==> config.mk <==
export PLATFORM = sky130hd
export DESIGN_NAME = nibble_reduce_stage
export DESIGN_NICKNAME = d
export VERILOG_FILES = /design/src/rtl/nibble_reduce_pkg.sv /design/src/rtl/nibble_reduce_fifo2.sv /design/src/rtl/nibble_reduce_stage.sv
export SDC_FILE = /design/constraint.sdc
export NUM_CORES = 1
export LEC_CHECK = 0
export CAP_MARGIN = 10
export CELL_PAD_IN_SITES_DETAIL_PLACEMENT = 1
export CELL_PAD_IN_SITES_GLOBAL_PLACEMENT = 1
export CORE_ASPECT_RATIO = 0.8
export CORE_MARGIN = 1.5
export CORE_UTILIZATION = 35
export DETAILED_ROUTE_END_ITERATION = 6
export PLACE_DENSITY = 0.81
export SYNTH_ARGS = -nofsm -noshare
export SYNTH_HDL_FRONTEND = slang
export SYNTH_SLANG_ARGS = --single-unit
==> constraint.sdc <==
create_clock -name CLK -period 1.35 [get_ports CLK]
set_clock_uncertainty 0.05 [all_clocks]
set_input_delay 0.135 -clock CLK [delete_from_list [all_inputs] [get_ports CLK]]
set_output_delay 0.135 -clock CLK [all_outputs]
set_load 0.05 [all_outputs]
==> src/rtl/nibble_reduce_pkg.sv <==
// nibble_reduce_pkg: shared types and the operand reduction for the
// nibble_reduce_stage slice. Optional feature macro of the top level:
// NIBBLE_REDUCE_STATS_EN.
package nibble_reduce_pkg;

  // Widest operand the stage supports; entries are stored at this width
  // and the top level uses only its low WIDTH bits.
  localparam int unsigned MAX_W = 32;

  // Occupancy of the 2-entry buffer.
  typedef enum logic [1:0] {
    OCC_EMPTY = 2'd0,
    OCC_ONE   = 2'd1,
    OCC_FULL  = 2'd2
  } occ_e;

  // One buffered pair plus its precomputed reduction.
  typedef struct packed {
    logic [MAX_W-1:0] in1;
    logic [MAX_W-1:0] in2;
    logic             red;
  } entry_t;

  // (|v) && (&v) over the low w bits of v.
  function automatic logic reduce_and_or(input logic [MAX_W-1:0] v,
                                         input int unsigned      w);
    logic v_and;
    logic v_or;
    v_and = 1'b1;
    v_or  = 1'b0;
    for (int unsigned i = 0; i < MAX_W; i++) begin
      if (i < w) begin
        v_and = v_and & v[i];
        v_or  = v_or | v[i];
      end
    end
    return v_or && v_and;
  endfunction

endpackage

==> src/rtl/nibble_reduce_fifo2.sv <==
// nibble_reduce_fifo2: 2-entry skid buffer with 1-bit head/tail pointers
// and an occupancy FSM. Handshake: a push happens on a cycle where
// i_push_valid && o_push_ready, a pop where o_pop_valid && i_pop_ready;
// valid never depends on ready and o_push_ready depends only on the
// registered occupancy and reset, never on i_pop_ready.
module nibble_reduce_fifo2
  import nibble_reduce_pkg::*;
(
  input  logic   i_clk,
  input  logic   i_rst,
  input  logic   i_push_valid,
  input  entry_t i_push_data,
  output logic   o_push_ready,
  output logic   o_pop_valid,
  input  logic   i_pop_ready,
  output entry_t o_head,
  output occ_e   o_occ
);

  occ_e   r_occ;
  occ_e   w_occ_next;
  entry_t r_mem [2];
  logic   r_wr_ptr;
  logic   r_rd_ptr;
  logic   w_push;
  logic   w_pop;

  assign o_push_ready = (r_occ != OCC_FULL) && !i_rst;
  assign o_pop_valid  = (r_occ != OCC_EMPTY);
  assign w_push       = i_push_valid && o_push_ready;
  assign w_pop        = o_pop_valid && i_pop_ready;
  assign o_head       = r_mem[r_rd_ptr];
  assign o_occ        = r_occ;

  // Next occupancy from the push/pop pair; simultaneous push+pop holds ONE.
  always_comb begin
    w_occ_next = r_occ;
    case (r_occ)
      OCC_EMPTY: if (w_push) w_occ_next = OCC_ONE;
      OCC_ONE: begin
        if (w_push && !w_pop)      w_occ_next = OCC_FULL;
        else if (w_pop && !w_push) w_occ_next = OCC_EMPTY;
      end
      OCC_FULL:  if (w_pop) w_occ_next = OCC_ONE;
      default:   w_occ_next = OCC_EMPTY;
    endcase
  end

  // Occupancy, pointers and storage; reset clears the entries so the
  // head reads as zero until the first push.
  always_ff @(posedge i_clk) begin
    if (i_rst) begin
      r_occ    <= OCC_EMPTY;
      r_wr_ptr <= 1'b0;
      r_rd_ptr <= 1'b0;
      r_mem[0] <= '0;
      r_mem[1] <= '0;
    end else begin
      r_occ <= w_occ_next;
      if (w_push) begin
        r_mem[r_wr_ptr] <= i_push_data;
        r_wr_ptr        <= ~r_wr_ptr;
      end
      if (w_pop) begin
        r_rd_ptr <= ~r_rd_ptr;
      end
    end
  end

endmodule

==> src/rtl/nibble_reduce_stage.sv <==
// nibble_reduce_stage: registered ready/valid stage that buffers operand
// pairs and presents each with out = (|in1) && (&in1), computed on push.
// Optional feature macro: NIBBLE_REDUCE_STATS_EN adds the saturating
// xfer_count output counting completed output transfers.
module nibble_reduce_stage
  import nibble_reduce_pkg::*;
#(
  parameter int unsigned WIDTH = 4,
  parameter int unsigned CNT_W = 16
) (
  input  logic             CLK,
  input  logic             RESET,
  input  logic             in_valid,
  output logic             in_ready,
  input  logic [WIDTH-1:0] in1,
  input  logic [WIDTH-1:0] in2,
  output logic             out_valid,
  input  logic             out_ready,
  output logic [WIDTH-1:0] out_in1,
  output logic [WIDTH-1:0] out_in2,
  output logic             out
`ifdef NIBBLE_REDUCE_STATS_EN
  ,
  output logic [CNT_W-1:0] xfer_count
`endif
);

  entry_t w_push_data;
  entry_t w_head;
  occ_e   w_unused_occ;  // occupancy kept on a named net for probing

  // Legal parameter ranges; an illegal build leaves this marker block.
  if (WIDTH < 1 || WIDTH > MAX_W || CNT_W < 1) begin : g_bad_params
  end

  // Build the stored entry: zero-extended operands plus the reduction.
  always_comb begin
    w_push_data                = '0;
    w_push_data.in1[WIDTH-1:0] = in1;
    w_push_data.in2[WIDTH-1:0] = in2;
    w_push_data.red            = reduce_and_or(MAX_W'(in1), WIDTH);
  end

  nibble_reduce_fifo2 u_fifo (
    .i_clk        (CLK),
    .i_rst        (RESET),
    .i_push_valid (in_valid),
    .i_push_data  (w_push_data),
    .o_push_ready (in_ready),
    .o_pop_valid  (out_valid),
    .i_pop_ready  (out_ready),
    .o_head       (w_head),
    .o_occ        (w_unused_occ)
  );

  assign out_in1 = w_head.in1[WIDTH-1:0];
  assign out_in2 = w_head.in2[WIDTH-1:0];
  assign out     = w_head.red;

  // Upper storage bits are always zero when WIDTH is below MAX_W.
  if (WIDTH < MAX_W) begin : g_pad
    logic w_unused_pad;
    assign w_unused_pad = |{w_head.in1[MAX_W-1:WIDTH], w_head.in2[MAX_W-1:WIDTH]};
  end

`ifdef NIBBLE_REDUCE_STATS_EN
  logic [CNT_W-1:0] r_xfer_count;

  // Count pops, saturating at all-ones; reset wins over a same-edge pop.
  always_ff @(posedge CLK) begin
    if (RESET) begin
      r_xfer_count <= '0;
    end else if (out_valid && out_ready && (r_xfer_count != '1)) begin
      r_xfer_count <= r_xfer_count + CNT_W'(1);
    end
  end

  assign xfer_count = r_xfer_count;
`endif

endmodule

==> impl_results.md <==
- Start-to-end type of the worst setup path: flip-flop to output pin
- Die H: 51.5 µm
- Clock transition at path regs: 0.08 ns
- Root Driver: clkbuf_8
- Worst Path Required: 1.16 ns
- Final WL: 2320 µm
- Crit path DAT: 1.22 ns
- H-tree depth: 1
- Global Route Usage Sum: 0.151
- Final non-filler cell total: 147
- Die ar.: 0.00327 mm²
- Top_reg_cell synth: edfxtp_1
- Row cnt: 17
- Cell total after placement: 142
- Outcome: finished, violations left
- DRT iter0 DRCs: 17
- Total power: 1.76 mW
- Starting Density: 0.369
- Sequential element share of the synthesized area: 0.623
- Antenna violations before repair: 0
- DP HPWL: 1650 µm
- RSZ-0062 raised after global routing: yes
- Area of the multi-input gates: 404 µm²
- Remaining global-route overflow: 0
- Routed via count: 701
- Vias in the first global route: 751
- Element type at the critical path end: output pin
- Synthesized Nets: 89
- Pwr Density: 1150 mW/mm²
- R2r setup slk: 0.04 ns
- Hold slack: 0.458 ns
- First-pass GRT wire length: 3610 µm
- Antenna Nets Post-Route: 0
- Leakage power: 0.615 nW
- Via/cell ratio: 4.77
- Top cells by area, synth: edfxtp_1 53%, and2_1 11%, mux2_2 9.9%
- Max_slew headroom: 0.831
- Worst hold path depth: 2
- Final min period: 1.40 ns
- Largest net degree at the start of global routing: 13
- Main combinational cell family by area after synthesis: simple AND/OR/NAND/NOR gates
- Synth cell count leaders: 18 x and2_1, 18 x edfxtp_1, 9 x mux2_2
- Startpoint types: flip-flop
- Period utilisation layout: 1.04
- Input/output buffers: 22
- Share of cells above drive strength 1: 0.349
- Simple-gate share of the synthesized area: 0.201
- Clk buf depth: 2
- Pre-antenna DRT Iters: 4
- RR Startpoint: u_fifo.o_occ[1]$_SDFFE_PP0P_
- Peak Freq: 714 MHz
- FF-to-FF path depth: 3
- Clk Latency, worst-skew pair: 0.26 ns
- Cts bufs inserted: 3
- Register area: 644 µm²
- Failing checks: negative setup slack
- Crit Path Max Fanout: 4
- Fillers: 297
- Synth Area in Adders: 0
- Synthesis Warnings: 0
- Post-synthesis cell count: 77
- CTS tree: built
- Area Growth Syn to Fin: 48.3%
- Number of max-cap violations: 0
- Min-delay src: out_ready
- Synth Area in Compound Gates: 0.0328
- Routability cong.: 0.716
- I/O pin cnt: 23
- Antenna diodes: 0
- Ys async rst share: 0
- Synth top area share: 0.526
- Slew Viols, Final: 0
- Portion of netlist area occupied by mux cells: 0.108
- Drt wl/cell: 15.8 µm
- Syn avg cell area: 13.4 µm²
- # setup viols final: 9
- Overall die width: 63.6 µm
- Post-layout nets: 122
- Final worst slack: -0.0515 ns
- Hold crit path type: primary input to flip-flop
- CTS sink count: 23
- Core area: 0.00279 mm²
- EDFF count, synth: 18
- Hold_buf cts: 0
- Unique masters post-synth: 25
- Post-Synth XOR/XNOR Area: 0.00852
- Worst-margin pin slew: 0.253 ns
- VDD IR max: 468 µV
- Syn Std Cell Area: 0.00103 mm²
- Largest area contributor in the synthesized netlist: edfxtp_1
- DR DRC count: 0
- Flops & latches, synth: 23
- Final Hold Fails: 0
power breakdown:
group | leakage (nW) | switching [mW] | internal (mW)
logic | 0.362 | 0.254 | 0.243
registers | 0.231 | 0.0220 | 0.816
clock network | 0.0228 | 0.214 | 0.210
total | 0.615 | 0.489 | 1.27
cells by family (layout without fill, tap and decap cells):
group | Yosys count | in the layout
multiplexers | 10 | 10
buffers and inverters | 5 | 37
AO/OA/AOI/OAI | 5 | 5
flip-flops | 23 | 23
AND/OR/NAND/NOR | 33 | 33
XOR/XNOR | 1 | 1
layer usage:
layer	wire length, µm	track usage
met5	0	0
met4	16	0.0435
met3	33	0.0198
met2	1270	0.295
met1	995	0.173
area by class of cell:
type                       count  area share
clock buffer                   4      0.0295
inverter                       3     0.00738
multi-input combinational     49       0.265
sequential                    23       0.422
tap                           38      0.0312
timing repair buffer          30       0.244
layout by cell type (no fill, tap or decap):
cell type / synthesis / routed
and2_1: 18 / 18
clkbuf_1: 0 / 1
edfxtp_1: 18 / 18
nand2_1: 2 / 2
nor3b_1: 1 / 1
or2_4: 0 / 2
o21ai_0: 1 / 1
buf_6: 1 / 2
inv_1: 3 / 3
buf_12: 0 / 3
nand3b_1: 1 / 1
and4_1: 1 / 1
clkbuf_8: 0 / 3
buf_4: 0 / 4
nor2_1: 3 / 3
xor2_1: 1 / 1
o31ai_1: 1 / 1
and4_4: 1 / 1
nand2b_4: 0 / 1
buf_8: 0 / 10
a21oi_1: 1 / 1
dfxtp_1: 5 / 2
nand4_1: 2 / 2
mux2_4: 0 / 9
a211o_1: 1 / 1
a211oi_1: 1 / 1
or3_1: 1 / 1
mux2i_1: 1 / 1
clkdlybuf4s50_1: 0 / 11
dfxtp_2: 0 / 3
worst max-delay path, stage by stage, from the launching register on:
cell	delay [ns]
dfxtp_2	0.35
buf_6	0.13
mux2_4	0.31
buf_8	0.15
sequential cells by signal, summed over array words and instances, names as in the netlist, named ones only:
| signal | cells |
|---|---|
| u_fifo.r_mem | 18 |
| u_fifo.r_rd_ptr | 1 |
| u_fifo.r_wr_ptr | 1 |
| u_fifo.o_occ | 2 |
through the flow:
stage	setup slack [ns]	utilization	TNS [ns]	cell area, µm²
floorplan	0.0142	-	0	1040
global placement	-0.120	0.485	-3.20	1350
detailed placement	-0.168	0.485	-4.71	1350
CTS	-0.0709	0.545	-0.547	1520
global route	-0.0904	0.547	-0.742	1530
finish	-0.0515	0.547	-0.425	1530
path summary, 6_finish.rpt:
kind | end
worst max register to register | u_fifo.r_mem[1][7]$_SDFFCE_PN0P_
worst min register to register | flip-flop
worst max-delay path | out_in2[3]
worst min-delay path | u_fifo.o_occ[1]$_SDFFE_PP0P_
timing repair:
| item | 4_1_cts | 5_1_grt |
|---|---|---|
| pin swaps | 0 | 0 |
| cloned | 1 | 0 |
| setup endpoints to repair | 10 | 10 |
| resized for setup | 32 | 3 |
| setup buffers | 0 | 0 |
(Power assumes the default switching activity.)
